`src/rtl/multicycle_control_if.sv`:
```
// Control bundle between the multicycle sequencer and the shared datapath.
// master: sequencer (drives strobes, reads opcode/mem_ready); slave: datapath.
interface multicycle_control_if;
  logic [5:0] OpCode;
  logic       mem_ready;
  logic       pc_write;
  logic       pc_write_cond;
  logic       pc_write_ncond;
  logic       iord;
  logic       mem_read;
  logic       mem_write;
  logic       ir_write;
  logic       reg_dst;
  logic       mem_to_reg;
  logic       reg_write;
  logic       alu_src_a;
  logic [1:0] alu_src_b;
  logic [1:0] alu_op;
  logic [1:0] pc_source;
  logic       instr_done;
  logic       illegal_op;

  modport master (
    input  OpCode, mem_ready,
    output pc_write, pc_write_cond, pc_write_ncond,
    output iord, mem_read, mem_write, ir_write,
    output reg_dst, mem_to_reg, reg_write,
    output alu_src_a, alu_src_b, alu_op, pc_source,
    output instr_done, illegal_op
  );

  modport slave (
    output OpCode, mem_ready,
    input  pc_write, pc_write_cond, pc_write_ncond,
    input  iord, mem_read, mem_write, ir_write,
    input  reg_dst, mem_to_reg, reg_write,
    input  alu_src_a, alu_src_b, alu_op, pc_source,
    input  instr_done, illegal_op
  );
endinterface

```
`src/rtl/multicycle_control.sv`:
```
// MIPS multicycle sequencer: steps the shared ALU/memory datapath through
// fetch/decode/execute/memory/writeback. Ports: clk, reset, bus (master).
module multicycle_control (
  input  logic                        clk,
  input  logic                        reset,
  multicycle_control_if.master        bus
);

  typedef enum logic [3:0] {
    FETCH  = 4'd0,
    DECODE = 4'd1,
    MEMADR = 4'd2,
    MEMRD  = 4'd3,
    MEMWB  = 4'd4,
    MEMWR  = 4'd5,
    EXEC   = 4'd6,
    ALUWB  = 4'd7,
    BRANCH = 4'd8,
    JUMP   = 4'd9,
    ADDIEX = 4'd10,
    ADDIWB = 4'd11
  } state_t;

  localparam logic [5:0] OP_R    = 6'b000000;
  localparam logic [5:0] OP_LW   = 6'b100011;
  localparam logic [5:0] OP_SW   = 6'b101011;
  localparam logic [5:0] OP_BEQ  = 6'b000100;
  localparam logic [5:0] OP_BNE  = 6'b000101;
  localparam logic [5:0] OP_J    = 6'b000010;
  localparam logic [5:0] OP_ADDI = 6'b001000;

  state_t     state_q, state_n;
  logic [5:0] op_q;
  logic       ill_q;
  logic       ill_n;

  always_ff @(posedge clk) begin
    if (reset) begin
      state_q <= FETCH;
      op_q    <= 6'd0;
      ill_q   <= 1'b0;
    end else begin
      state_q <= state_n;
      ill_q   <= ill_n;
      if (state_q == DECODE)
        op_q <= bus.OpCode;
    end
  end

  always_comb begin
    state_n            = FETCH;
    ill_n              = 1'b0;
    bus.pc_write       = 1'b0;
    bus.pc_write_cond  = 1'b0;
    bus.pc_write_ncond = 1'b0;
    bus.iord           = 1'b0;
    bus.mem_read       = 1'b0;
    bus.mem_write      = 1'b0;
    bus.ir_write       = 1'b0;
    bus.reg_dst        = 1'b0;
    bus.mem_to_reg     = 1'b0;
    bus.reg_write      = 1'b0;
    bus.alu_src_a      = 1'b0;
    bus.alu_src_b      = 2'b00;
    bus.alu_op         = 2'b00;
    bus.pc_source      = 2'b00;
    bus.instr_done     = 1'b0;
    bus.illegal_op     = 1'b0;
    if (!reset) begin
      bus.illegal_op = ill_q;
      case (state_q)
        FETCH: begin
          bus.mem_read  = 1'b1;
          bus.alu_src_b = 2'b01;
          bus.ir_write  = bus.mem_ready;
          bus.pc_write  = bus.mem_ready;
          state_n = bus.mem_ready ? DECODE : FETCH;
        end
        DECODE: begin
          // live opcode is only trusted here; op_q holds it afterwards
          bus.alu_src_b = 2'b11;
          case (bus.OpCode)
            OP_LW, OP_SW:   state_n = MEMADR;
            OP_R:           state_n = EXEC;
            OP_BEQ, OP_BNE: state_n = BRANCH;
            OP_J:           state_n = JUMP;
            OP_ADDI:        state_n = ADDIEX;
            default: begin
              state_n = FETCH;
              ill_n   = 1'b1;
            end
          endcase
        end
        MEMADR: begin
          bus.alu_src_a = 1'b1;
          bus.alu_src_b = 2'b10;
          state_n = (op_q == OP_SW) ? MEMWR : MEMRD;
        end
        MEMRD: begin
          bus.iord     = 1'b1;
          bus.mem_read = 1'b1;
          state_n = bus.mem_ready ? MEMWB : MEMRD;
        end
        MEMWB: begin
          bus.mem_to_reg = 1'b1;
          bus.reg_write  = 1'b1;
          bus.instr_done = 1'b1;
        end
        MEMWR: begin
          bus.iord       = 1'b1;
          bus.mem_write  = 1'b1;
          bus.instr_done = bus.mem_ready;
          state_n = bus.mem_ready ? FETCH : MEMWR;
        end
        EXEC: begin
          bus.alu_src_a = 1'b1;
          bus.alu_op    = 2'b10;
          state_n = ALUWB;
        end
        ALUWB: begin
          bus.reg_dst    = 1'b1;
          bus.reg_write  = 1'b1;
          bus.instr_done = 1'b1;
        end
        BRANCH: begin
          bus.alu_src_a      = 1'b1;
          bus.alu_op         = 2'b01;
          bus.pc_source      = 2'b01;
          bus.instr_done     = 1'b1;
          bus.pc_write_cond  = (op_q == OP_BEQ);
          bus.pc_write_ncond = (op_q == OP_BNE);
        end
        JUMP: begin
          bus.pc_source  = 2'b10;
          bus.pc_write   = 1'b1;
          bus.instr_done = 1'b1;
        end
        ADDIEX: begin
          bus.alu_src_a = 1'b1;
          bus.alu_src_b = 2'b10;
          state_n = ADDIWB;
        end
        ADDIWB: begin
          bus.reg_write  = 1'b1;
          bus.instr_done = 1'b1;
        end
        default: state_n = FETCH;
      endcase
    end
  end

endmodule

```
`src/flat_wrapper.sv`:
```
// flat-port wrapper written by rule: the top's interface ports become plain ports
module multicycle_control_flat 
  (clk, reset, bus_OpCode, bus_mem_ready, bus_pc_write, bus_pc_write_cond, bus_pc_write_ncond, bus_iord, bus_mem_read, bus_mem_write, bus_ir_write, bus_reg_dst, bus_mem_to_reg, bus_reg_write, bus_alu_src_a, bus_alu_src_b, bus_alu_op, bus_pc_source, bus_instr_done, bus_illegal_op);
  multicycle_control_if bus_i ();
  input  logic clk;
  input  logic reset;
  input wire logic [$bits(bus_i.OpCode)-1:0] bus_OpCode;
  input wire logic [$bits(bus_i.mem_ready)-1:0] bus_mem_ready;
  output wire logic [$bits(bus_i.pc_write)-1:0] bus_pc_write;
  output wire logic [$bits(bus_i.pc_write_cond)-1:0] bus_pc_write_cond;
  output wire logic [$bits(bus_i.pc_write_ncond)-1:0] bus_pc_write_ncond;
  output wire logic [$bits(bus_i.iord)-1:0] bus_iord;
  output wire logic [$bits(bus_i.mem_read)-1:0] bus_mem_read;
  output wire logic [$bits(bus_i.mem_write)-1:0] bus_mem_write;
  output wire logic [$bits(bus_i.ir_write)-1:0] bus_ir_write;
  output wire logic [$bits(bus_i.reg_dst)-1:0] bus_reg_dst;
  output wire logic [$bits(bus_i.mem_to_reg)-1:0] bus_mem_to_reg;
  output wire logic [$bits(bus_i.reg_write)-1:0] bus_reg_write;
  output wire logic [$bits(bus_i.alu_src_a)-1:0] bus_alu_src_a;
  output wire logic [$bits(bus_i.alu_src_b)-1:0] bus_alu_src_b;
  output wire logic [$bits(bus_i.alu_op)-1:0] bus_alu_op;
  output wire logic [$bits(bus_i.pc_source)-1:0] bus_pc_source;
  output wire logic [$bits(bus_i.instr_done)-1:0] bus_instr_done;
  output wire logic [$bits(bus_i.illegal_op)-1:0] bus_illegal_op;
  assign bus_i.OpCode = bus_OpCode;
  assign bus_i.mem_ready = bus_mem_ready;
  assign bus_pc_write = bus_i.pc_write;
  assign bus_pc_write_cond = bus_i.pc_write_cond;
  assign bus_pc_write_ncond = bus_i.pc_write_ncond;
  assign bus_iord = bus_i.iord;
  assign bus_mem_read = bus_i.mem_read;
  assign bus_mem_write = bus_i.mem_write;
  assign bus_ir_write = bus_i.ir_write;
  assign bus_reg_dst = bus_i.reg_dst;
  assign bus_mem_to_reg = bus_i.mem_to_reg;
  assign bus_reg_write = bus_i.reg_write;
  assign bus_alu_src_a = bus_i.alu_src_a;
  assign bus_alu_src_b = bus_i.alu_src_b;
  assign bus_alu_op = bus_i.alu_op;
  assign bus_pc_source = bus_i.pc_source;
  assign bus_instr_done = bus_i.instr_done;
  assign bus_illegal_op = bus_i.illegal_op;
  multicycle_control u_core (.clk(clk), .reset(reset), .bus(bus_i));
endmodule
```
`config.mk`:
```
export PLATFORM = sky130hd
export DESIGN_NAME = multicycle_control_flat
export DESIGN_NICKNAME = d
export VERILOG_FILES = /design/src/rtl/multicycle_control_if.sv /design/src/rtl/multicycle_control.sv /design/src/flat_wrapper.sv
export SDC_FILE = /design/constraint.sdc
export NUM_CORES = 1
export LEC_CHECK = 0
export CORE_UTILIZATION = 48
export DETAILED_ROUTE_END_ITERATION = 8
export PLACE_DENSITY = 0.81
export SETUP_SLACK_MARGIN = 0.4
export SLEW_MARGIN = 20
export SYNTH_ARGS = -nofsm -noshare
export SYNTH_HDL_FRONTEND = slang
export SYNTH_SLANG_ARGS = --single-unit
```
`constraint.sdc`:
```
create_clock -name clk -period 3.15 [get_ports clk]
set_clock_uncertainty 0.15 [all_clocks]
set_input_delay 0.315 -clock clk [delete_from_list [all_inputs] [get_ports clk]]
set_output_delay 0.315 -clock clk [all_outputs]
set_load 0.005 [all_outputs]
```
## Word-level counts from Yosys, hierarchy flattened

Index checks and enable logic that the tools add are counted.

| operators by class | value |
|---|---|
| eq/ne operators | 20 |
| muxes and demuxes | 38 |
| bitwise gates (word level) | 1 |
| reductions and logical operators | 12 |

Operator list:

| cell | count |
|---|---|
| one-hot mux 4 bit (7 select lines) | 1 |
| two-way mux 1 bit | 25 |
| equality test 6 x 3 -> 1 bit (second input constant) | 4 |
| one-hot mux 4 bit (5 select lines) | 1 |
| equality test 6 bit (second input constant) | 3 |
| equality test 4 x 3 -> 1 bit (second input constant) | 4 |
| equality test 4 bit (second input constant) | 4 |
| OR reduction 2 bit | 6 |
| two-way mux 3 bit | 3 |
| equality test 4 x 2 -> 1 bit (second input constant) | 2 |
| one-hot mux 2 bit (2 select lines) | 2 |
| OR reduction 7 bit | 1 |
| equality test 6 x 2 -> 1 bit (second input constant) | 1 |
| equality test 6 x 4 -> 1 bit (second input constant) | 1 |
| zero test 6 bit | 1 |
| two-way mux 2 bit | 3 |
| one-hot mux 2 bit (3 select lines) | 1 |
| OR reduction 5 bit | 1 |
| equality test 4 x 1 -> 1 bit (second input constant) | 1 |
| zero test 4 bit | 1 |
| one-hot mux 1 bit (2 select lines) | 2 |
| OR reduction 4 bit | 1 |
| OR reduction 3 bit | 1 |
| inverter 1 bit | 1 |

| word-level totals | value |
|---|---|
| flip-flop bits (word level) | 11 |
| bits of input ports | 9 |
| word-level logic and storage cells | 74 |

## Depth between registers and ports, before layout

Gate-level depths: netlist (run 1).

| logic depth | value |
|---|---|
| depth in word-level cells | 4 |
| depth in mapped cells | 5 |
| gate-level depth less buffers | 4 |

## Least setup slack after synthesis (run 1)

No wires, ideal clock.

| path | value |
|---|---|
| kind | reg2reg |
| start | register u_core.state_q[1] |
| end | register u_core.state_q[0] |
| library setup time | 0.074 ns |
| arrival time | 1.612 ns |
| required time | 2.926 ns |
| slack | 1.314 ns |
| stages on the path, launching flop included | 5 |
| buffers on the path | 1 |
| period minus slack after synthesis | 1.836 ns |
| cell sequence | dfxtp_1 -> or4b_1 -> buf_2 -> or4b_1 -> a31oi_1 |

| between the ends | value |
|---|---|
| word-level cells in the longest chain between the ends | 2 |

RTL lines:

| item | RTL line | source |
|---|---|---|
| start, declared | multicycle_control.sv:32 | `state_t state_q, state_n;` |
| start signal, assigned | multicycle_control.sv:43 | `state_q <= state_n;` |
| equality test 4 bit, or another cell as far along | multicycle_control.sv:71 | `case (state_q)` |
| one-hot mux 4 bit (7 select lines) (*) | multicycle_control.sv:71 |  |

Mark *: on every way between the ends. The rest lies on a longest branch, timed or not.
A chain may end at the register's enable or synchronous reset.

## Worst setup path in the final report (run 1)

| path | value |
|---|---|
| start | register u_core.state_q[1] |
| end | output port bus_alu_src_b[1] |

| between the ends | value |
|---|---|
| word-level cells in the longest chain between the ends | 4 |

RTL lines:

| item | RTL line | source |
|---|---|---|
| equality test 4 x 2 -> 1 bit / equality test 4 bit (equally long branches) | multicycle_control.sv:71 |  |
| OR reduction 2 bit (no source line) | n/a |  |
| one-hot mux 2 bit (3 select lines) (*) | multicycle_control.sv:71 |  |
| two-way mux 2 bit (*) | multicycle_control.sv:69 | `if (!reset) begin` |
| end, declared | flat_wrapper.sv:20 | `output wire logic [$bits(bus_i.alu_src_b)-1:0] bus_alu_src_b;` |

Marked as above.

==> run metrics, run 1 <==
actual slew at the worst max-slew pin between 600 and 700 ps; Max Fanout on Critical Path 15; via count 971; DRC Markers 0; Total GRT Usage 24.7%; commonest non-fill, non-tap cell in the layout clkdlybuf4s50_1; routing usage on met1 35.7%; final global-route overflow total 0; final setup fails 0; TritonRoute pass-1 iters 4; total CTS buffers 3; hpwl dp approximately 1500 µm; worst min path class reg -> reg; antenna cells 0; Cell Pwr Density 280 mW/mm²; GR Util met2 approximately two fifths; Post-Syn Area per Cell 6.80 µm²; Worst R2R End u_core.state_q[0]$_SDFF_PP0_; placement row count 14; Vias/cell between 6 and 7; final max-slew violation count 0; GPL Wtd Cong around 0.84; total negative slack 0 ps; cell area after synthesis approximately 820 µm²; reg-to-reg setup timing slack roughly 910 ps; vias in the first global route around 840; die height between 40 and 50 µm; Final ANT Viol Nets 0; min Tclk post-route 2600 ps; Gate Count Post-Synth about 120; busiest grt layer met2; Area contributors post-synth dfxtp_1 (27%), nand2_1 (9.1%), a21oi_1 (7.9%); status completed; post-synth top area share 26.7%; Fillers about 140; WP data arrival around 2100 ps; I/O pin cnt 28; Rel. slew slack a little under three fifths; main combinational cell family by area after synthesis simple AND/OR/NAND/NOR gates; unique cell type count in the Yosys netlist 31; clock latency on the worst-skew pair between 200 and 300 ps; maxcap violations 0; kind of critical path reg -> out; RSZ-0062 raised after global routing false; hold_buf cts 0; commonest non-fill, non-tap cells in the layout clkdlybuf4s50_1 (26), nand2_1 (20), nor2_1 (13), a21oi_1 (13), dfxtp_1 (11); r2r worst-path depth 3; fraction of the mapped netlist area in adder cells 0%; Iter 0 DRT Violations 23; total power roughly 0.00031 W; H-tree levels 1; Detailed Route WL approximately 2100 µm; Seq cells post-synth 11; fmax ~380 MHz; P_leak approximately 0.4 nW; Core Box Area 0.00156 mm²; Syn Nets 130; proportion of synthesized area in mux cells 0%; clk sink count 11; initial antenna violation count 0; crit path launch type register; root buf cell clkbuf_4; Critical Path Start u_core.state_q[1]$_SDFF_PP0_; Synth area leader dfxtp_1; nets approximately 150; Initial Utilization between 50% and 60%; port bufs 27; grt met3 use 6.25%; Seq/Total Area, Yosys around a quarter; Clock Path Buffers 2; CTS tree yes; Sequential cell area 220 µm²; fraction of final layout cells with drive strength greater than 1 about 3.5%; die span in x ~43 µm; Setup WS pre-CTS between 400 and 500 ps; largest net degree at the start of global routing 21; CP endpoint kind output pin; Synth Area in Simple Gates between 40 and 50%; Synth Area in XOR/XNOR under 10%; Critical R2R Launch u_core.state_q[0]$_SDFF_PP0_; crit path capture bus_alu_src_b[1]; WL/cell roughly 13 µm; Final WS setup between 500 and 600 ps; multi-input logic area about 560 µm²; Area growth syn-to-layout 34.0%; Tcrit/Tclk final around 80%; Ys Warns 0; Reg clk slew, reported paths 70 ps; post-synthesis compound-gate area fraction between 15 and 20%; first-pass GRT wire length 3620 µm; worst path required time 2680 ps; die area about 0.0019 mm²; worst ir drop on vdd roughly 260 µV; worst hold margin between 300 and 400 ps; Final Hold Vio Count 0
stage by stage:
step | cells | util [%] | instance area, µm²
2_1_floorplan | 121 | - | 823
3_3_place_gp | 154 | 68.9 | 1070
3_5_place_dp | 154 | 68.9 | 1070
4_1_cts | 158 | 70.6 | 1100
5_1_grt | 158 | 70.8 | 1100
6_report | 158 | 70.8 | 1100
critical path, stage by stage (launching register included):
cell and delay, ps:
dfxtp_1 640, nor2b_1 470, a21oi_1 80, nor3_1 150, clkdlybuf4s50_1 530
synth_stat cells:
cell type,count
a22oi_1,1
nand2b_1,4
xor2_1,2
nand4b_1,3
nor4b_1,2
nor2_1,13
a21oi_1,13
o21bai_1,2
dfxtp_1,11
a21o_1,1
buf_2,1
nor3_1,7
a31o_2,1
or2_2,1
clkbuf_1,9
a32oi_1,1
and3_1,6
a2111oi_0,2
nor3b_1,2
nand4_1,1
or4b_1,2
or3_1,3
a31oi_1,1
a21boi_0,1
nor2b_1,2
nand3b_1,1
or4_1,2
nor4_1,2
a2bb2oi_1,1
nand2_1,20
nand3_1,3
report_power, final:
group	leakage (nW)	internal, W	switching, W
combinational	0.297	0.0000301	0.0000284
sequential	0.0896	0.000144	0.00000726
clock	0.0150	0.0000490	0.0000494
flip-flops by register name, summed over array words and instances, names as in the netlist:
name / flops
u_core.ill_q: 1
u_core.op_q: 6
u_core.state_q: 4
cell families (layout without fill, tap and decap cells):
group	Yosys count	count (layout)
DFF	11	11
buffers and inverters	10	31
and+or+nand+nor	74	74
xor gates and xnor gates	2	2
AOI/OAI and AO/OA	24	24
metal layers:
metal,vias up,share of wire (%),wire length [µm]
li1,481,-,-
met1,461,48,1020
met2,29,47,988
met3,0,4.8,102
met4,0,0,0
met5,-,0,0
worst min path at each step:
stage / slack, ps / cells after the start / end / start
floorplan: 290 / 2 / u_core.op_q[4]$_SDFFE_PP0P_ / u_core.op_q[4]$_SDFFE_PP0P_
global placement: 310 / 2 / u_core.op_q[4]$_SDFFE_PP0P_ / u_core.op_q[4]$_SDFFE_PP0P_
detailed placement: 320 / 2 / u_core.op_q[1]$_SDFFE_PP0P_ / u_core.op_q[1]$_SDFFE_PP0P_
CTS: 330 / 2 / u_core.op_q[1]$_SDFFE_PP0P_ / u_core.op_q[1]$_SDFFE_PP0P_
global route: 360 / 2 / u_core.op_q[1]$_SDFFE_PP0P_ / u_core.op_q[1]$_SDFFE_PP0P_
finish: 330 / 2 / u_core.op_q[1]$_SDFFE_PP0P_ / u_core.op_q[1]$_SDFFE_PP0P_
what timing repair did:
item / CTS / global route
resized for setup: 0 / 1
setup endpoints to repair: 0 / 3
setup buffers: 0 / 0
layout make-up:
cell class | instances | area share (%)
Tap cell | 16 | 1.81
Timing Repair Buffer | 27 | 24.7
Multi-Input combinational cell | 100 | 51.1
Clock buffer | 4 | 2.38
Sequential cell | 11 | 20.0
No activity file was read; power rests on OpenSTA's default activity.
==> run 2, diff against run 1 <==
CORE_UTILIZATION = 40   (was 48)
PLACE_DENSITY = 0.72   (was 0.81)
clock period = 2.26 ns   (was 3.15 ns; I/O delays follow)
==> run 2 against run 1 <==
  * Wire length increased by 62%
  * Worst hold slack gained 11 ps
  * Flip-flop and latch count stayed put
  * Total power is 55% higher
  * Non-clock buffer count up 36
==> run metrics, run 2 (synthesized netlist as in run 1, its figures left out) <==
Worst R2R End u_core.state_q[0]$_SDFF_PP0_ (unchanged); die height 47.4 µm (was 43.4 µm); I/O pin cnt 28 (unchanged); largest net degree at the start of global routing 12 (was 21); Tcrit/Tclk final between 80% and 90%; biggest cell delay along the critical path 500 ps (was 640 ps); final setup fails 0 (unchanged); worst ir drop on vdd 393 µV (was 260 µV); Worst Path Buf+Inv 1 (unchanged); CP endpoint kind output pin (unchanged); hpwl dp 1710 µm (was 1530 µm); maxcap violations 0 (unchanged); multi-input logic area 679 µm² (was 564 µm²); first-pass GRT wire length 3730 µm (was 3620 µm); root buf cell clkbuf_4 (unchanged); Vias/cell 5.86 (was 6.15); final max-slew violation count 0 (unchanged); Area growth syn-to-layout 86.5% (was 34.0%); Regs by FF count u_core.op_q (6), u_core.state_q (4), u_core.ill_q (1) (unchanged); Initial Utilization 42.4% (was 52.8%); total power 0.000477 W (was 0.000309 W); status completed (unchanged); r2r worst-path depth 4 (was 3); CP cell instances nor3_2, and3_4, clkdlybuf4s50_1 (was nor2b_1, a21oi_1, nor3_1, clkdlybuf4s50_1); die span in x 47.4 µm (was 43.4 µm); Core Box Area 0.00194 mm² (was 0.00156 mm²); antenna cells 0 (unchanged); clk sink count 11 (unchanged); Cell Pwr Density 311 mW/mm² (was 280 mW/mm²); RSZ-0062 raised after global routing true (was false); Iter 0 DRT Violations 60 (was 23); Fillers 122 (was 139); CP max-delay cell clkdlybuf4s50_1 (was dfxtp_1); Max Fanout on Critical Path 6 (was 15); commonest non-fill, non-tap cells in the layout buf_4 (30), nand2_1 (19), a21oi_1 (12) (was clkdlybuf4s50_1 (26), nand2_1 (20), nor2_1 (13), a21oi_1 (13), dfxtp_1 (11)); min Tclk post-route 2020 ps; Final Hold Vio Count 0 (unchanged); Clock Path Buffers 2 (unchanged); initial antenna violation count 0 (unchanged); clock latency on the worst-skew pair 270 ps (about the same); Total GRT Usage 23.5% (was 24.7%); Sequential cell area 235 µm² (was 220 µm²); worst path required time 1880 ps (was 2680 ps); GPL Wtd Cong 0.842 (was 0.837); kind of critical path reg -> out (unchanged); nets 188 (was 152); actual slew at the worst max-slew pin 373 ps (was 654 ps); Hold Crit Depth 2 (unchanged); H-tree levels 1 (unchanged); max reg flops 6 (unchanged); CTS tree yes (unchanged); total negative slack 0 ps (unchanged); commonest non-fill, non-tap cell in the layout buf_4 (was clkdlybuf4s50_1); total CTS buffers 3 (unchanged); Detailed Route WL 3420 µm (was 2110 µm); worst min path class reg -> reg (unchanged); Worst Hold End u_core.op_q[4]$_SDFFE_PP0P_ (was u_core.op_q[1]$_SDFFE_PP0P_); Largest Register u_core.op_q (unchanged); final global-route overflow total 0 (unchanged); Final ANT Viol Nets 0 (unchanged); WP data arrival 1640 ps (was 2130 ps); WL/cell 16.7 µm (was 13.4 µm); fmax ~500 MHz; port bufs 27 (unchanged); CP delay by family, top buffers and inverters (was flip-flops); Rel. slew slack 74.9% (was 56.1%); P_leak 0.745 nW (was 0.401 nW); fraction of final layout cells with drive strength greater than 1 39.9% (was 3.52%); Reg clk slew, reported paths 70 ps (about the same); vias in the first global route 835 (was 843); placement row count 16 (was 14); crit path launch type register (unchanged); via count 1201 (was 971); die area 0.00224 mm² (was 0.00188 mm²); reg-to-reg setup timing slack 290 ps (was 910 ps); Critical R2R Launch u_core.state_q[2]$_SDFF_PP0_ (was u_core.state_q[0]$_SDFF_PP0_); TritonRoute pass-1 iters 4 (unchanged); hold path start u_core.op_q[4]$_SDFFE_PP0P_ (was u_core.op_q[1]$_SDFFE_PP0P_); DRC Markers 0 (unchanged)
-- run 2: worst register-to-register path, stage by stage (launching register included) --
cell and delay (ps):
dfxtp_4 380, buf_4 160, or4b_4 520, or4b_1 490, a31oi_1 180
-- run 2: through the flow --
| stage | instance area (µm²) | util (%) | hold WS [ps] | std cells | setup slack (ps) |
|---|---|---|---|---|---|
| 6_report | 1540 | 79.1 | 341 | 205 | 241 |
| 5_1_grt | 1540 | 79.1 | 364 | 205 | 199 |
| 4_1_cts | 1360 | 70.2 | 265 | 195 | 228 |
| 3_5_place_dp | 1190 | 61.1 | 312 | 178 | 0.662 |
| 3_3_place_gp | 1190 | 61.1 | 307 | 178 | 28.1 |
| 2_1_floorplan | 823 | - | 212 | 121 | 424 |
-- run 2: worst max-delay path by stage --
stage | to | cells past startpoint | slack (ps) | start
after floorplan | u_core.state_q[0]$_SDFF_PP0_ | 4 | 420 | u_core.state_q[1]$_SDFF_PP0_
final | bus_ir_write | 3 | 240 | u_core.state_q[2]$_SDFF_PP0_
after detailed placement | bus_instr_done | 5 | 0.7 | bus_mem_ready
after global routing | bus_mem_to_reg | 8 | 200 | u_core.state_q[3]$_SDFF_PP0_
after CTS | bus_alu_src_b[1] | 5 | 230 | u_core.state_q[0]$_SDFF_PP0_
after global placement | bus_instr_done | 5 | 30 | bus_mem_ready
-- run 2: area by class of cell --
| type | count | share of cell area, % |
|---|---|---|
| timing repair buffer | 63 | 36.5 |
| sequential | 11 | 15.3 |
| multi-input combinational | 100 | 44.3 |
| tap | 27 | 2.20 |
| clock buffer | 4 | 1.71 |
-- run 2: what timing repair did --
action,4_1_cts,5_1_grt
hold buffers,0,0
gates cloned,0,0
setup endpoints to repair,22,15
setup buffers,13,10
pin swaps,5,4
gates resized for setup,41,35
-- run 2: layer usage --
layer	track usage (%)	share of wire (%)
met5	0	0
met4	1.71	3.2
met3	4.62	6.3
met2	40.5	51
met1	31.2	40
-- run 2: where the power goes --
part           switching (W)  internal [W]  leakage [nW]
logic              0.0000625     0.0000731         0.637
clock network      0.0000661     0.0000683        0.0150
registers         0.00000970      0.000198        0.0927
